### src/rtl/dmem_arbiter.sv
// ---------------------------------------------------------------------------
// dmem_arbiter
//
// Shares the single-port, word-wide data memory between two requesters:
//   port 0 : CPU load/store unit
//   port 1 : debug / program loader
// One request is in flight at a time. Each one walks a small FSM:
//   IDLE -> ACCESS -> RESP                  (load, full store, zero-be store)
//   IDLE -> ACCESS -> MERGE_WR -> RESP      (partial store, read-modify-write)
// The memory only writes whole 32-bit words, so a partial store reads the old
// word in ACCESS and writes the byte-merged word in MERGE_WR.
//
// Configuration macro:
//   DMEM_ARB_FIXED_PRIO_EN  defined   : port 0 always wins contention
//                           undefined : round-robin between ports (default)
//
// Ports:
//   clk, rst                 clock, synchronous active-high reset
//   m0_req/m1_req            request valid
//   m*_wen                   1 = store, 0 = load
//   m*_addr  [ADDR_W-1:0]    word address
//   m*_be    [3:0]           byte enables for m*_wdata
//   m*_wdata [31:0]          store data
//   m*_ready                 request accepted this cycle (combinational, IDLE)
//   m*_done                  one-cycle completion pulse
//   m*_rdata [31:0]          load data, valid with m*_done (0 for stores)
//   mem_wen                  memory write enable
//   mem_addr [ADDR_W-1:0]    memory word address
//   mem_wdata[31:0]          memory write data
//   mem_rdata[31:0]          memory read data (combinational from mem_addr)
// ---------------------------------------------------------------------------
module dmem_arbiter #(
  parameter int ADDR_W = 10
) (
  input  logic              clk,
  input  logic              rst,
  // port 0
  input  logic              m0_req,
  input  logic              m0_wen,
  input  logic [ADDR_W-1:0] m0_addr,
  input  logic [3:0]        m0_be,
  input  logic [31:0]       m0_wdata,
  output logic              m0_ready,
  output logic              m0_done,
  output logic [31:0]       m0_rdata,
  // port 1
  input  logic              m1_req,
  input  logic              m1_wen,
  input  logic [ADDR_W-1:0] m1_addr,
  input  logic [3:0]        m1_be,
  input  logic [31:0]       m1_wdata,
  output logic              m1_ready,
  output logic              m1_done,
  output logic [31:0]       m1_rdata,
  // data memory
  output logic              mem_wen,
  output logic [ADDR_W-1:0] mem_addr,
  output logic [31:0]       mem_wdata,
  input  logic [31:0]       mem_rdata
);

  typedef enum logic [1:0] {
    ST_IDLE     = 2'd0,
    ST_ACCESS   = 2'd1,
    ST_MERGE_WR = 2'd2,
    ST_RESP     = 2'd3
  } state_e;

  // Byte-wise merge: enabled bytes come from the new data, the rest keep the
  // old memory contents.
  function automatic logic [31:0] merge_bytes(
    input logic [31:0] old_word,
    input logic [31:0] new_word,
    input logic [3:0]  be
  );
    logic [31:0] res;
    res = 32'h0000_0000;
    for (int i = 0; i < 4; i++) begin
      if (be[i]) begin
        res[8*i +: 8] = new_word[8*i +: 8];
      end else begin
        res[8*i +: 8] = old_word[8*i +: 8];
      end
    end
    return res;
  endfunction

  // FSM state and the latched transaction
  state_e              state_q, state_d;
  logic                gnt_id_q, gnt_id_d;
  logic                wen_l_q, wen_l_d;
  logic [ADDR_W-1:0]   addr_l_q, addr_l_d;
  logic [3:0]          be_l_q, be_l_d;
  logic [31:0]         wdata_l_q, wdata_l_d;

  // Registered memory-side and response-side outputs
  logic                mem_wen_q, mem_wen_d;
  logic [ADDR_W-1:0]   mem_addr_q, mem_addr_d;
  logic [31:0]         mem_wdata_q, mem_wdata_d;
  logic                m0_done_q, m0_done_d;
  logic                m1_done_q, m1_done_d;
  logic [31:0]         m0_rdata_q, m0_rdata_d;
  logic [31:0]         m1_rdata_q, m1_rdata_d;

  // Arbitration
  logic                gnt_valid_s;
  logic                gnt_id_s;
  logic                sel_wen_s;
  logic [ADDR_W-1:0]   sel_addr_s;
  logic [3:0]          sel_be_s;
  logic [31:0]         sel_wdata_s;

  // Response dispatch helpers
  logic                resp_en_s;
  logic [31:0]         resp_data_s;

`ifndef DMEM_ARB_FIXED_PRIO_EN
  logic                rr_q, rr_d;
`endif

  assign gnt_valid_s = m0_req | m1_req;

  // Pick the winning port for this IDLE cycle
  always_comb begin
    gnt_id_s = 1'b0;
`ifdef DMEM_ARB_FIXED_PRIO_EN
    if (m0_req) begin
      gnt_id_s = 1'b0;
    end else begin
      gnt_id_s = 1'b1;
    end
`else
    if (m0_req && m1_req) begin
      gnt_id_s = rr_q;
    end else if (m0_req) begin
      gnt_id_s = 1'b0;
    end else begin
      gnt_id_s = 1'b1;
    end
`endif
  end

  assign sel_wen_s   = gnt_id_s ? m1_wen   : m0_wen;
  assign sel_addr_s  = gnt_id_s ? m1_addr  : m0_addr;
  assign sel_be_s    = gnt_id_s ? m1_be    : m0_be;
  assign sel_wdata_s = gnt_id_s ? m1_wdata : m0_wdata;

  // Ready is the only combinational handshake output; it is suppressed while
  // reset is asserted because the accepting edge would be a reset edge.
  assign m0_ready = (state_q == ST_IDLE) & gnt_valid_s & ~gnt_id_s & ~rst;
  assign m1_ready = (state_q == ST_IDLE) & gnt_valid_s &  gnt_id_s & ~rst;

  // Reset in the write cycle must abort the write, so the registered enable is
  // masked by rst in the same cycle. Done is masked the same way so an abort
  // never leaks a completion.
  assign mem_wen   = mem_wen_q & ~rst;
  assign mem_addr  = mem_addr_q;
  assign mem_wdata = mem_wdata_q;
  assign m0_done   = m0_done_q & ~rst;
  assign m1_done   = m1_done_q & ~rst;
  assign m0_rdata  = m0_rdata_q;
  assign m1_rdata  = m1_rdata_q;

  // Next-state and next-output logic
  always_comb begin
    state_d     = state_q;
    gnt_id_d    = gnt_id_q;
    wen_l_d     = wen_l_q;
    addr_l_d    = addr_l_q;
    be_l_d      = be_l_q;
    wdata_l_d   = wdata_l_q;
    mem_wen_d   = 1'b0;
    mem_addr_d  = mem_addr_q;
    mem_wdata_d = mem_wdata_q;
    resp_en_s   = 1'b0;
    resp_data_s = 32'h0000_0000;
`ifndef DMEM_ARB_FIXED_PRIO_EN
    rr_d        = rr_q;
`endif

    case (state_q)
      ST_IDLE: begin
        if (gnt_valid_s) begin
          gnt_id_d   = gnt_id_s;
          wen_l_d    = sel_wen_s;
          addr_l_d   = sel_addr_s;
          be_l_d     = sel_be_s;
          wdata_l_d  = sel_wdata_s;
          // Address and full-word write data are presented from the first
          // ACCESS cycle, so they are loaded on the accepting edge.
          mem_addr_d = sel_addr_s;
          if (sel_wen_s && (sel_be_s == 4'hF)) begin
            mem_wen_d   = 1'b1;
            mem_wdata_d = sel_wdata_s;
          end else begin
            mem_wen_d   = 1'b0;
          end
`ifndef DMEM_ARB_FIXED_PRIO_EN
          rr_d       = ~gnt_id_s;
`endif
          state_d    = ST_ACCESS;
        end else begin
          state_d    = ST_IDLE;
        end
      end

      ST_ACCESS: begin
        if (!wen_l_q) begin
          resp_en_s   = 1'b1;
          resp_data_s = mem_rdata;
          state_d     = ST_RESP;
        end else if ((be_l_q == 4'hF) || (be_l_q == 4'h0)) begin
          // Full store was written this cycle; empty store writes nothing.
          resp_en_s   = 1'b1;
          resp_data_s = 32'h0000_0000;
          state_d     = ST_RESP;
        end else begin
          // The old word is captured already merged, so MERGE_WR only has to
          // raise the write enable.
          mem_wen_d   = 1'b1;
          mem_wdata_d = merge_bytes(mem_rdata, wdata_l_q, be_l_q);
          state_d     = ST_MERGE_WR;
        end
      end

      ST_MERGE_WR: begin
        resp_en_s   = 1'b1;
        resp_data_s = 32'h0000_0000;
        state_d     = ST_RESP;
      end

      ST_RESP: begin
        state_d = ST_IDLE;
      end

      default: begin
        state_d = ST_IDLE;
      end
    endcase
  end

  // Route the response to the granted port only; the other port stays at 0
  always_comb begin
    m0_done_d  = 1'b0;
    m1_done_d  = 1'b0;
    m0_rdata_d = 32'h0000_0000;
    m1_rdata_d = 32'h0000_0000;
    if (resp_en_s) begin
      if (gnt_id_q) begin
        m1_done_d  = 1'b1;
        m1_rdata_d = resp_data_s;
      end else begin
        m0_done_d  = 1'b1;
        m0_rdata_d = resp_data_s;
      end
    end else begin
      m0_done_d  = 1'b0;
      m1_done_d  = 1'b0;
    end
  end

  // State and datapath registers
  always_ff @(posedge clk) begin
    if (rst) begin
      state_q     <= ST_IDLE;
      gnt_id_q    <= 1'b0;
      wen_l_q     <= 1'b0;
      addr_l_q    <= {ADDR_W{1'b0}};
      be_l_q      <= 4'h0;
      wdata_l_q   <= 32'h0000_0000;
      mem_wen_q   <= 1'b0;
      mem_addr_q  <= {ADDR_W{1'b0}};
      mem_wdata_q <= 32'h0000_0000;
      m0_done_q   <= 1'b0;
      m1_done_q   <= 1'b0;
      m0_rdata_q  <= 32'h0000_0000;
      m1_rdata_q  <= 32'h0000_0000;
    end else begin
      state_q     <= state_d;
      gnt_id_q    <= gnt_id_d;
      wen_l_q     <= wen_l_d;
      addr_l_q    <= addr_l_d;
      be_l_q      <= be_l_d;
      wdata_l_q   <= wdata_l_d;
      mem_wen_q   <= mem_wen_d;
      mem_addr_q  <= mem_addr_d;
      mem_wdata_q <= mem_wdata_d;
      m0_done_q   <= m0_done_d;
      m1_done_q   <= m1_done_d;
      m0_rdata_q  <= m0_rdata_d;
      m1_rdata_q  <= m1_rdata_d;
    end
  end

`ifndef DMEM_ARB_FIXED_PRIO_EN
  // Round-robin pointer: port 0 is favoured out of reset
  always_ff @(posedge clk) begin
    if (rst) begin
      rr_q <= 1'b0;
    end else begin
      rr_q <= rr_d;
    end
  end
`endif

endmodule

### config.mk
export PLATFORM = sky130hd
export DESIGN_NAME = dmem_arbiter
export DESIGN_NICKNAME = d
export VERILOG_FILES = /design/src/rtl/dmem_arbiter.sv
export SDC_FILE = /design/constraint.sdc
export NUM_CORES = 1
export LEC_CHECK = 0
export BUFFER_PORTS_ARGS = -buffer_cell sky130_fd_sc_hd__buf_2
export CAP_MARGIN = 40
export CORE_UTILIZATION = 49
export CTS_CLUSTER_DIAMETER = 40
export DETAILED_ROUTE_END_ITERATION = 10
export GPL_ROUTABILITY_DRIVEN = 0
export PLACE_DENSITY_LB_ADDON = 0.2
export SYNTH_ARGS = -nofsm -noshare
export SYNTH_HDL_FRONTEND = slang
export SYNTH_SLANG_ARGS = --single-unit
export TNS_END_PERCENT = 10
### constraint.sdc
create_clock -name clk -period 2.2 [get_ports clk]
set_input_delay 0.44 -clock clk [delete_from_list [all_inputs] [get_ports clk]]
set_output_delay 0.44 -clock clk [all_outputs]
set_load 0.005 [all_outputs]
==> summary.md, run 1 <==
| Metric | Value |
|---|---|
| Final worst setup slack | `109 ps` |
| Synth Flop Type | `sky130_fd_sc_hd__dfxtp_1` |
| Wire length after detailed routing | `15,500 um` |
| First-pass GRT wire length | `24,500 um` |
| Total inserted antenna cells | `0` |
| Critical path startpoint category | `register` |
| Area of the die | `13,100 um^2` |
| Post-synth EDFFs | `0` |
| Library cell occupying the most area in the post-synthesis netlist | `sky130_fd_sc_hd__dfxtp_1` |
| Overall global routing resource usage | `0.241` |
| Power per standard cell area | `1080 nW/um^2` |
| Clock buffer depth | `2` |
| Initial DRT Pass Iterations | `5` |
| Worst min-delay path category | `input pin to register` |
| Met3 Track Usage GR | `0.0609` |
| Clock transition time at the flip-flop clock pins of the worst setup and hold paths | `60 ps` |
| Max transition margin | `0.676` |
| Post-synth ARST share | `0` |
| Drt initial violations | `307` |
| Clock power share | `0.324` |
| Via density per instance | `5.09` |
| Highest clock frequency the design can meet | `478 MHz` |
| Sequential cell fraction of total power | `0.386` |
| Total via count after detailed routing | `5,259` |
| Initial core utilization | `0.509` |
| Switching portion of total power | `0.306` |
| Maximum fanout encountered on the critical timing path | `16` |
| Number of nets at the end of the flow | `986` |
| Final Max Tran Viols | `0` |
| Core box area | `12,200 um^2` |
| Fin Setup TNS | `0 ps` |
| Fraction of power consumed by combinational cells | `0.290` |
| Commonest cells in the synthesized netlist | `sky130_fd_sc_hd__dfxtp_1, sky130_fd_sc_hd__a211oi_1, sky130_fd_sc_hd__and2_1` |
| Share of post-route cells with drive strength above 1 | `0.387` |
| Die Height | `114 um` |
| Io pins | `241` |
| Number of flip-flops and latches in the synthesized netlist | `150` |
| Yosys synthesis warning count | `0` |
| Post-detailed-placement half-perimeter wirelength | `11,200 um` |
| Library cells used by synthesis | `34` |
| Antenna violations before repair | `0` |
| Result of the run | `finished clean` |
| Count of hold-fix buffers inserted at cts | `0` |
| GRT busiest layer | `met2` |
| Min Clock Period, post-route | `2090 ps` |
| Number of nets with antenna violations after routing | `0` |
| Data arrival at the endpoint of the critical path | `1650 ps` |
| Count of endpoints failing setup in the final report | `0` |
| Maximum level of the CTS H-tree | `4` |
| Die extent in x | `114 um` |
| Area used by multi-input combinational logic | `2980 um^2` |
| Final hold violation count | `0` |
| # fillers | `978` |
| Vias in the first global route | `5,011` |
| Sequential cell area | `3000 um^2` |
| Post-place setup slack | `-21.0 ps` |
| Post-Synthesis Mean Instance Area | `9.98 um^2` |
| Type of destination of the critical path | `output pin` |
| Met2 demand-to-capacity share in global routing | `0.387` |
| Worst clock skew on the final layout | `7.08 ps` |
| Number of rows created at floorplan | `40` |
| TritonCTS Buffers | `17` |
| Clock tree from TritonCTS | `built` |
| Global-route met1 utilization | `0.310` |
| Count of input and output buffers | `240` |
| Clock root buffer master | `sky130_fd_sc_hd__clkbuf_16` |
| Share of Yosys cell area claimed by the top area cell type | `0.485` |
| Required time of the worst setup path | `1760 ps` |
| Post-route clock period utilization | `0.950` |
| Synth Cell Area | `6190 um^2` |
| DRC violation count after routing | `0` |
| Maximum Capacitance Violations | `0` |
| Leakage Power | `3.87 nW` |
| Most common cell in the netlist | `sky130_fd_sc_hd__dfxtp_1` |
| Fraction of the yosys area taken by sequential cells | `0.485` |
| Maximum number of pins on one net before global-route repair | `56` |
| Internal power of the cells | `6.16 mW` |
| Kind of critical path | `register to output pin` |
| Sw Pwr | `2.71 mW` |
| Gate Count Post-Synth | `620` |
| Layout overhead on the synthesized area | `32.9%` |
| Net count after synthesis | `753` |
| GRT overflow | `0` |
| Worst slew pin tran | `483 ps` |
| CTS sink cnt | `150` |
| Slack of the worst reg-to-reg path | `160 ps` |
| Clock Latency Late Sink | `420 ps` |
| Routed length per placed instance | `15.1 um` |
| Maximum vdd ir drop | `0.000597 V` |
| Ranking of synthesized cells by area | `sky130_fd_sc_hd__dfxtp_1, sky130_fd_sc_hd__a211oi_1, sky130_fd_sc_hd__and2_1` |
| Setup repair after global routing missed its margin | `false` |
[critical path: stages (launching register included)]
cell and delay, ps:
sky130_fd_sc_hd__dfxtp_1 350, sky130_fd_sc_hd__a21boi_4 190, sky130_fd_sc_hd__buf_8 190, sky130_fd_sc_hd__and2_0 180, sky130_fd_sc_hd__nor2b_1 190, sky130_fd_sc_hd__buf_2 140
[metrics by stage]
stage | hold WS (ps) | util | total power, mW | area [um^2] | std cells
finish | 237 | 0.676 | 8.87 | 8220 | 1033
global route | 247 | 0.676 | 9.33 | 8220 | 1033
CTS | 222 | 0.675 | 8.88 | 8210 | 1033
detailed placement | 437 | 0.626 | 6.00 | 7610 | 1001
global placement | 427 | 0.626 | 5.91 | 7610 | 1001
floorplan | 435 | - | 5.11 | 6190 | 620
[kinds of logic after synthesis]
family | count (synthesis) | share of synthesized area
AO/OA/AOI/OAI | 113 | 0.134
AND/OR/NAND/NOR | 232 | 0.205
flip-flops | 150 | 0.485
adder cells (fa/ha/maj) | 3 | 0.00607
buffers and inverters | 53 | 0.0382
multiplexers | 69 | 0.131
[power by group through the flow]
stage / combinational (mW) / sequential (mW) / clock (mW)
after floorplan: 1.68 / 3.44 / 0
after global placement: 2.46 / 3.46 / 0
after detailed placement: 2.53 / 3.47 / 0
after CTS: 2.55 / 3.42 / 2.91
after global routing: 2.82 / 3.47 / 3.04
final: 2.57 / 3.42 / 2.88
[state kept, by name (all words and copies together) (netlist names)]
register	count
m1_rdata	32
m0_done_q	1
mem_addr	10
m0_rdata	32
m1_done_q	1
rr_q	1
mem_wen_q	1
be_l_q	4
gnt_id_q	1
wen_l_q	1
state_q	2
mem_wdata	32
wdata_l_q	32
[placed cells by master, fill, tap and decap left out, types with 2 or more instances in the layout]
master                       netlist  layout
sky130_fd_sc_hd__nor3_1           12      11
sky130_fd_sc_hd__nand2_1          20      20
sky130_fd_sc_hd__nor2b_1          50      50
sky130_fd_sc_hd__and2_1           64      64
sky130_fd_sc_hd__a21oi_1           2       2
sky130_fd_sc_hd__clkbuf_16         0      17
sky130_fd_sc_hd__buf_2             6     239
sky130_fd_sc_hd__bufinv_16         0       3
sky130_fd_sc_hd__mux2_4           21      21
sky130_fd_sc_hd__a222oi_1          5       5
sky130_fd_sc_hd__a211oi_1         73      73
sky130_fd_sc_hd__mux2i_1          37      37
sky130_fd_sc_hd__nand3_1           2       2
sky130_fd_sc_hd__buf_12            0       4
sky130_fd_sc_hd__a22oi_1           6       6
sky130_fd_sc_hd__clkinv_2          0       5
sky130_fd_sc_hd__nor2_1           56      55
sky130_fd_sc_hd__a21boi_4          1       2
sky130_fd_sc_hd__or4_1             9       9
sky130_fd_sc_hd__a21o_1            2       2
sky130_fd_sc_hd__buf_4             0      19
sky130_fd_sc_hd__nand4_1           3       3
sky130_fd_sc_hd__mux2_2           11      11
sky130_fd_sc_hd__ha_1              3       2
sky130_fd_sc_hd__inv_1             4       3
sky130_fd_sc_hd__inv_6             0       2
sky130_fd_sc_hd__nand2b_1         12      12
sky130_fd_sc_hd__o21ai_0          18      18
sky130_fd_sc_hd__dfxtp_1         150     150
sky130_fd_sc_hd__clkinvlp_4        0       3
[layout make-up]
class / count / share of cell area
Clock buffer: 18 / 0.0522
Clock inverter: 13 / 0.0189
Inverter: 4 / 0.00183
Multi-Input combinational cell: 417 / 0.362
Sequential cell: 150 / 0.365
Tap cell: 168 / 0.0256
Timing Repair Buffer: 263 / 0.174
[per-layer routing]
| layer | wire length, um | vias to the layer above |
|---|---|---|
| met4 | 335 | 0 |
| met5 | 0 | - |
| li1 | - | 2632 |
| met2 | 7120 | 215 |
| met1 | 7070 | 2383 |
| met3 | 1020 | 29 |
[final timing paths]
check / start / endpoint / cells after the start
worst min-delay path: m1_addr[4] / mem_addr[4] / 3
worst min register to register: mem_addr[4] / mem_addr[4] / 2
worst max-delay path: rr_q / m0_ready / 5
worst max register to register: rr_q / mem_wdata[9] / 7
[timing repair]
| item | in CTS | in global routing |
|---|---|---|
| setup endpoints to repair | 1 | 2 |
| cloned | 0 | 0 |
| resized for setup | 2 | 2 |
| buffers inserted | 1 | 0 |
| endpoints found under the hold margin | 0 | 0 |
| pin swaps | 1 | 0 |
(Power assumes the default switching activity.)
==> inputs of run 2 (changes only) <==
--- a/config.mk
+++ b/config.mk
@@ -5,6 +5,7 @@
 export SDC_FILE = /design/constraint.sdc
 export NUM_CORES = 1
 export LEC_CHECK = 0
+export ABC_AREA = 1
 export BUFFER_PORTS_ARGS = -buffer_cell sky130_fd_sc_hd__buf_2
 export CAP_MARGIN = 40
 export CORE_UTILIZATION = 49
==> run 2 against run 1 <==
Design area decreased by 0.38%. Worst setup slack lost 26 ps. Wire length rose by 10%. Largest power group unchanged. Clock skew grew 0.65 ps. Hold slack worse by 22 ps. Non-clock buffer count decreased by 4. Sequential share of layout area up 0.14 points. Synthesized cell count is 43% higher. Total power grew 5.5%.
==> summary.md, run 2 <==
| Metric | Value |
|---|---|
| Maximum vdd ir drop | `0.000539 V (was 0.000597 V)` |
| DRC violation count after routing | `0 (unchanged)` |
| Post-synth EDFFs | `0 (unchanged)` |
| Max transition margin | `0.612 (was 0.676)` |
| Cells along the critical path | `inv_1 > ha_4 > inv_1 > nor2_4 > nand2_2 > nor2_4 > buf_2 (was a21boi_4 > buf_8 > and2_0 > nor2b_1 > buf_2)` |
| Portion of netlist area occupied by mux cells | `0 (was 0.131)` |
| Type of destination of the critical path | `output pin (unchanged)` |
| Clock buffer depth | `2 (unchanged)` |
| Data arrival at the endpoint of the critical path | `1680 ps (was 1650 ps)` |
| Total inserted antenna cells | `0 (unchanged)` |
| Main combinational cell family by area after synthesis | `simple AND/OR/NAND/NOR gates (unchanged)` |
| Result of the run | `finished clean (unchanged)` |
| Gate Count Post-Synth | `884 (was 620)` |
| Fraction of the yosys area taken by sequential cells | `0.472 (was 0.485)` |
| Count of input and output buffers | `240 (unchanged)` |
| Reg2reg path depth | `9 (was 7)` |
| Worst Hold Margin | `214 ps (was 237 ps)` |
| Layout overhead on the synthesized area | `28.9% (was 32.9%)` |
| Critical path depth in cells | `7 (was 5)` |
| Share of post-route cells with drive strength above 1 | `0.280 (was 0.387)` |
| Maximum Capacitance Violations | `0 (unchanged)` |
| Number of nets with antenna violations after routing | `0 (unchanged)` |
| Vias in the first global route | `5,613 (was 5,011)` |
| Slack of the worst reg-to-reg path | `280 ps (was 160 ps)` |
| Count of endpoints failing setup in the final report | `0 (unchanged)` |
| Critical path startpoint category | `register (unchanged)` |
| Library cells used by synthesis | `24 (was 34)` |
| Commonest cells in the synthesized netlist | `sky130_fd_sc_hd__nor2_1, sky130_fd_sc_hd__dfxtp_1, sky130_fd_sc_hd__nand2_1 (was sky130_fd_sc_hd__dfxtp_1, sky130_fd_sc_hd__a211oi_1, sky130_fd_sc_hd__and2_1)` |
| Yosys synthesis warning count | `0 (unchanged)` |
| Adder-cell area share of the yosys netlist | `0.00590 (was 0.00607)` |
| Total via count after detailed routing | `6,340 (was 5,259)` |
| Crit path largest cell delay | `310 ps (was 350 ps)` |
| Total chip power | `9.36 mW (was 8.87 mW)` |
| First-pass GRT wire length | `26,500 um (was 24,500 um)` |
| Critical Path End | `m1_ready (was m0_ready)` |
| Initial core utilization | `0.504 (was 0.509)` |
| Number of flip-flops and latches in the synthesized netlist | `150 (unchanged)` |
| Cell class contributing the biggest share of worst-path delay | `simple AND/OR/NAND/NOR gates (unchanged)` |
| Power per standard cell area | `1140 nW/um^2 (was 1080 nW/um^2)` |
| Clock Latency Late Sink | `420 ps (about the same)` |
| Final hold violation count | `0 (unchanged)` |
| Share of Yosys cell area claimed by the top area cell type | `0.472 (was 0.485)` |
| Worst setup path startpoint | `state_q[1] (was rr_q)` |
| Post-route cell area | `8190 um^2 (was 8220 um^2)` |
| Final standard cell utilization of the core | `0.649 (was 0.676)` |
| Simple logic cell fraction of the synthesized area | `0.237 (was 0.205)` |
| Post-route clock period utilization | `0.962 (was 0.950)` |
| Post-place setup slack | `217 ps (was -21.0 ps)` |
| Kind of critical path | `register to output pin (unchanged)` |
| Clock root buffer master | `sky130_fd_sc_hd__clkbuf_16 (unchanged)` |
| Crit-path slowest cell | `sky130_fd_sc_hd__dfxtp_1 (unchanged)` |
| CTS sink cnt | `150 (unchanged)` |
| Die Height | `116 um (was 114 um)` |
| Worst slew pin tran | `581 ps (was 483 ps)` |
| Antenna violations before repair | `0 (unchanged)` |
| Post-detailed-placement half-perimeter wirelength | `12,500 um (was 11,200 um)` |
| Final Max Tran Viols | `0 (unchanged)` |
| GRT overflow | `0 (unchanged)` |
| Most frequent standard cell in the layout excluding fill and tap cells | `sky130_fd_sc_hd__buf_2 (unchanged)` |
| Post-synth ARST share | `0 (unchanged)` |
| Area of the die | `13,400 um^2 (was 13,100 um^2)` |
| Die extent in x | `116 um (was 114 um)` |
| Routed length per placed instance | `13.3 um (was 15.1 um)` |
| TritonCTS Buffers | `17 (unchanged)` |
| Io pins | `241 (unchanged)` |
| Synthesized-area fraction occupied by xor and xnor cells | `0 (unchanged)` |
| Wire length after detailed routing | `17,100 um (was 15,500 um)` |
| Worst clock skew on the final layout | `7.73 ps (was 7.08 ps)` |
| Clock tree from TritonCTS | `built (unchanged)` |
| Number of nets at the end of the flow | `1,237 (was 986)` |
| Highest clock frequency the design can meet | `472 MHz (was 478 MHz)` |
| Maximum fanout encountered on the critical timing path | `6 (was 16)` |
| Initial DRT Pass Iterations | `5 (unchanged)` |
| Library cell occupying the most area in the post-synthesis netlist | `sky130_fd_sc_hd__dfxtp_1 (unchanged)` |
| Post-Synthesis Mean Instance Area | `7.19 um^2 (was 9.98 um^2)` |
| Final worst setup slack | `82.6 ps (was 109 ps)` |
| Net count after synthesis | `1,017 (was 753)` |
| Overall global routing resource usage | `0.260 (was 0.241)` |
| Count of buffering cells on the critical path with inverters included | `3 (was 2)` |
| Number of rows created at floorplan | `41 (was 40)` |
| Most common cell in the netlist | `sky130_fd_sc_hd__nor2_1 (was sky130_fd_sc_hd__dfxtp_1)` |
| Maximum number of pins on one net before global-route repair | `75 (was 56)` |
| Required time of the worst setup path | `1760 ps (about the same)` |
| Clock transition time at the flip-flop clock pins of the worst setup and hold paths | `60 ps (about the same)` |
| Core box area | `12,600 um^2 (was 12,200 um^2)` |
| Drt initial violations | `423 (was 307)` |
| Via density per instance | `4.92 (was 5.09)` |
| Maximum level of the CTS H-tree | `4 (unchanged)` |
| Ranking of synthesized cells by area | `sky130_fd_sc_hd__dfxtp_1, sky130_fd_sc_hd__nor2_1, sky130_fd_sc_hd__nand2_1 (was sky130_fd_sc_hd__dfxtp_1, sky130_fd_sc_hd__a211oi_1, sky130_fd_sc_hd__and2_1)` |
| Area fraction in compound gates after synthesis | `0.170 (was 0.134)` |
| R2R Path Start | `be_l_q[1] (was rr_q)` |
| Critical R2R Capture | `m0_rdata[16] (was mem_wdata[9])` |
| Synth Cell Area | `6360 um^2 (was 6190 um^2)` |
| Most frequent cells in the layout | `sky130_fd_sc_hd__buf_2, sky130_fd_sc_hd__nor2_1, sky130_fd_sc_hd__dfxtp_1, sky130_fd_sc_hd__nand2_1, sky130_fd_sc_hd__o21ai_0 (was sky130_fd_sc_hd__buf_2, sky130_fd_sc_hd__dfxtp_1, sky130_fd_sc_hd__a211oi_1, sky130_fd_sc_hd__and2_1, sky130_fd_sc_hd__nor2_1)` |
| Min Clock Period, post-route | `2120 ps (was 2090 ps)` |
| Worst min-delay path category | `input pin to register (unchanged)` |
| Post-DP Area | `7590 um^2 (was 7610 um^2)` |
| Leakage Power | `4.08 nW (was 3.87 nW)` |
| Synth Flop Type | `sky130_fd_sc_hd__dfxtp_1 (unchanged)` |
run 2: cell types whose count changed in the layout (fill, tap and decap cells not counted), moves of 50 or more:
cell	change
sky130_fd_sc_hd__a211oi_1	-73
sky130_fd_sc_hd__a21oi_1	+70
sky130_fd_sc_hd__and2_1	-64
sky130_fd_sc_hd__inv_1	+82
sky130_fd_sc_hd__nand2_1	+118
sky130_fd_sc_hd__nor2_1	+115
sky130_fd_sc_hd__nor2b_1	-50
sky130_fd_sc_hd__o21ai_0	+78
run 2: kinds of logic after synthesis:
| kind of cell | count (synthesis) |
|---|---|
| compound gates | 212 |
| fa+ha+maj | 3 |
| buf+inv | 149 |
| flops | 150 |
| simple gates | 370 |
run 2: worst min-delay path by stage:
stage	from	endpoint	slack (ps)	depth (start not counted)
final	m1_addr[4]	mem_addr[4]	210	3
after global routing	m1_addr[3]	mem_addr[3]	210	3
after CTS	m1_addr[4]	mem_addr[4]	200	3
after detailed placement	gnt_id_q	m0_done_q	460	1
after global placement	gnt_id_q	m0_done_q	450	1
after floorplan	gnt_id_q	m0_done_q	440	1
run 2: cell type report:
type                       count  area, um^2
clock buffer                  19         453
inverter                      91         342
fill                        1203        4430
sequential                   150        3000
tap                          172         215
clock inverter                13         126
multi-input combinational    585        2660
timing repair buffer         259        1390
run 2: per-stage QoR:
step	std cells	setup TNS, ps
2_1_floorplan	884	0
3_3_place_gp	1257	0
3_5_place_dp	1257	0
4_1_cts	1289	0
5_1_grt	1289	-0.230
6_report	1289	0
run 2: layer usage:
layer | GRT usage | share of wire
met5 | 0 | 0
met4 | 0.140 | 0.035
met2 | 0.470 | 0.50
met3 | 0.0481 | 0.058
met1 | 0.289 | 0.41
run 2: tightest hold or removal path, stage by stage:
cell and delay, ps:
sky130_fd_sc_hd__buf_2 70, sky130_fd_sc_hd__nand2_1 40, sky130_fd_sc_hd__nand3_1 50
run 2: report_power, final:
part | internal, mW | switching (mW)
clock | 1.62 | 1.18
combinational | 1.16 | 1.91
sequential | 3.23 | 0.260
total | 6.01 | 3.35
run 2: what timing repair did:
item | 4_1_cts | 5_1_grt
hold buffers | 0 | 0
gates resized for setup | 4 | 4
pin swaps | 0 | 1
endpoints found under the setup margin | 2 | 2
buffers inserted | 0 | 0
==> inputs of run 3 (changes only) <==
--- a/config.mk
+++ b/config.mk
@@ -6,7 +6,7 @@
 export NUM_CORES = 1
 export LEC_CHECK = 0
 export ABC_AREA = 1
-export BUFFER_PORTS_ARGS = -buffer_cell sky130_fd_sc_hd__buf_2
+export BUFFER_PORTS_ARGS = -buffer_cell sky130_fd_sc_hd__buf_4
 export CAP_MARGIN = 40
 export CORE_UTILIZATION = 49
 export CTS_CLUSTER_DIAMETER = 40
==> run 3 against run 2 <==
Sequential cell count did not move. Combinational power increased by 6.5%. Worst setup slack improved by 6.8 ps. Sequential power barely moved. Core utilization rose by 4.3 points. Design area increased by 6.6%. Register-to-register slack is essentially flat. First-iteration DRC count rose by 2.1%. Non-clock buffer count down 3. Hold slack worse by 1.7 ps.
==> summary.md, run 3 (same netlist as run 2, synthesis figures left out) <==
| Metric | Value |
|---|---|
| Maximum fanout encountered on the critical timing path | `6 (unchanged)` |
| Amount of wire on met2 after detailed routing | `9020 um (was 8510 um)` |
| DRC violation count after routing | `0 (unchanged)` |
| End point of the most critical hold path | `mem_addr[1] (was mem_addr[4])` |
| Clock tree from TritonCTS | `built (unchanged)` |
| First-pass GRT wire length | `27,500 um (was 26,500 um)` |
| Post-detailed-placement half-perimeter wirelength | `12,600 um (was 12,500 um)` |
| Result of the run | `finished clean (unchanged)` |
| Number of nets with antenna violations after routing | `0 (unchanged)` |
| Vias in the first global route | `5,794 (was 5,613)` |
| Fin Setup TNS | `0 ps (unchanged)` |
| Power per standard cell area | `1090 nW/um^2 (was 1140 nW/um^2)` |
| Cells along the critical path | `inv_1 > ha_4 > inv_1 > nor2_4 > nand2_2 > nor2_4 > buf_4 (was inv_1 > ha_4 > inv_1 > nor2_4 > nand2_2 > nor2_4 > buf_2)` |
| TritonCTS Buffers | `17 (unchanged)` |
| Highest metal layer used by the detailed router | `met4 (unchanged)` |
| Met3 Wirelength | `1290 um (was 999 um)` |
| Maximum level of the CTS H-tree | `4 (unchanged)` |
| Leakage Power | `4.18 nW (was 4.08 nW)` |
| Post CTS Setup Buffer Count | `0 (unchanged)` |
| Initial core utilization | `0.504 (unchanged)` |
| Crit path largest cell delay | `310 ps (about the same)` |
| Min Clock Period, post-route | `2110 ps (was 2120 ps)` |
| Final standard cell utilization of the core | `0.692 (was 0.649)` |
| Total chip power | `9.49 mW (was 9.36 mW)` |
| Core box area | `12,600 um^2 (unchanged)` |
| Worst clock skew on the final layout | `5.44 ps (was 7.73 ps)` |
| Count of buffering cells on the critical path with inverters included | `3 (unchanged)` |
| Start point of the worst min-delay path | `m1_addr[1] (was m1_addr[4])` |
| Antenna violations before repair | `0 (unchanged)` |
| Type of destination of the critical path | `output pin (unchanged)` |
| Most frequent standard cell in the layout excluding fill and tap cells | `sky130_fd_sc_hd__buf_4 (was sky130_fd_sc_hd__buf_2)` |
| Clock Latency Late Sink | `430 ps (was 420 ps)` |
| Clock transition time at the flip-flop clock pins of the worst setup and hold paths | `60 ps (about the same)` |
| Total via count after detailed routing | `6,380 (was 6,340)` |
| CTS sink cnt | `150 (unchanged)` |
| Io pins | `241 (unchanged)` |
| Die Height | `116 um (unchanged)` |
| Area of the die | `13,400 um^2 (unchanged)` |
| Cell class contributing the biggest share of worst-path delay | `simple AND/OR/NAND/NOR gates (unchanged)` |
| Kind of critical path | `register to output pin (unchanged)` |
| Wire length after detailed routing | `17,700 um (was 17,100 um)` |
| Via density per instance | `4.96 (was 4.92)` |
| Routed length per placed instance | `13.7 um (was 13.3 um)` |
| Initial DRT Pass Iterations | `5 (unchanged)` |
| Number of rows created at floorplan | `41 (unchanged)` |
| Clock buffer depth | `2 (unchanged)` |
| Drt initial violations | `432 (was 423)` |
| Most frequent cells in the layout | `sky130_fd_sc_hd__buf_4, sky130_fd_sc_hd__nor2_1, sky130_fd_sc_hd__dfxtp_1, sky130_fd_sc_hd__nand2_1, sky130_fd_sc_hd__o21ai_0 (was sky130_fd_sc_hd__buf_2, sky130_fd_sc_hd__nor2_1, sky130_fd_sc_hd__dfxtp_1, sky130_fd_sc_hd__nand2_1, sky130_fd_sc_hd__o21ai_0)` |
| Setup repair after global routing missed its margin | `true` |
| Highest clock frequency the design can meet | `474 MHz (was 472 MHz)` |
| GRT overflow | `0 (unchanged)` |
| Die extent in x | `116 um (unchanged)` |
| Worst min-delay path category | `input pin to register (unchanged)` |
| Worst slew pin tran | `602 ps (was 581 ps)` |
| Overall global routing resource usage | `0.270 (was 0.260)` |
| R2R Path Start | `state_q[1] (was be_l_q[1])` |
| Share of post-route cells with drive strength above 1 | `0.276 (was 0.280)` |
| Critical path depth in cells | `7 (unchanged)` |
| Reg2reg path depth | `8 (was 9)` |
| Worst Hold Margin | `212 ps (was 214 ps)` |
| Maximum vdd ir drop | `0.000787 V (was 0.000539 V)` |
| Total inserted antenna cells | `0 (unchanged)` |
| Placed instance count | `1,254 (was 1,257)` |
| Slack of the worst reg-to-reg path | `280 ps (about the same)` |
| Hold Path Depth | `3 (unchanged)` |
| Post-route clock period utilization | `0.959 (was 0.962)` |
| Required time of the worst setup path | `1760 ps (about the same)` |
| Final hold violation count | `0 (unchanged)` |
| Critical R2R Capture | `mem_addr[6] (was m0_rdata[16])` |
| Layout overhead on the synthesized area | `37.4% (was 28.9%)` |
| Max transition margin | `0.598 (was 0.612)` |
| Maximum number of pins on one net before global-route repair | `75 (unchanged)` |
| Metal1 wirelength | `6930 um (was 7010 um)` |
| Clock root buffer master | `sky130_fd_sc_hd__clkbuf_16 (unchanged)` |
| Critical path startpoint category | `register (unchanged)` |
| Maximum Capacitance Violations | `0 (unchanged)` |
| Count of input and output buffers | `240 (unchanged)` |
| Number of nets at the end of the flow | `1,234 (was 1,237)` |
| Data arrival at the endpoint of the critical path | `1670 ps (was 1680 ps)` |
| Final Max Tran Viols | `0 (unchanged)` |
| Post-Layout Cell Count | `1,286 (was 1,289)` |
| Crit-path slowest cell | `sky130_fd_sc_hd__dfxtp_1 (unchanged)` |
| Count of endpoints failing setup in the final report | `0 (unchanged)` |
[run 3: repair_timing]
action	4_1_cts	5_1_grt
hold buffers	0	0
setup endpoints to repair	3	15
gates resized for setup	6	3
pin swaps	1	1
[run 3: power by group]
| group | switching (mW) | leakage (nW) | total (mW) | internal [mW] |
|---|---|---|---|---|
| Combinational | 1.93 | 2.69 | 3.27 | 1.34 |
| Sequential | 0.266 | 1.23 | 3.49 | 3.23 |
| Clock | 1.15 | 0.258 | 2.72 | 1.58 |
[run 3: area by class of cell]
type,count,area [um^2]
well taps,172,215
clock buffers,20,447
multi-input cells,585,2660
repair buffers,256,1960
flip-flops and latches,150,3000
fillers,1116,3890
inverters,91,342
clock inverters,12,105
[run 3: worst max-delay path by stage]
stage / from / endpoint / slack [ps]
floorplan: m0_req / m0_ready / 520
global placement: state_q[0] / mem_addr[6] / 120
detailed placement: state_q[0] / mem_addr[6] / 10
CTS: state_q[0] / m1_ready / 50
global route: state_q[1] / m1_ready / -3
finish: state_q[1] / m1_ready / 90
[run 3: per-stage QoR]
stage,instance area (um^2),setup slack [ps]
floorplan,6360,524
global placement,8150,118
detailed placement,8150,9.75
CTS,8730,46.1
global route,8730,-3.43
finish,8730,89.4
[run 3: tightest hold or removal path: cells and delay by family]
kind | cells | cell delay (ps)
AND/OR/NAND/NOR | 2 | 90
buffers and inverters | 1 | 70
[run 3: routing by layer]
metal	up-vias	GRT usage
li1	3234	-
met3	32	0.0669
met2	233	0.493
met5	-	0
met1	2881	0.296
met4	0	0.116
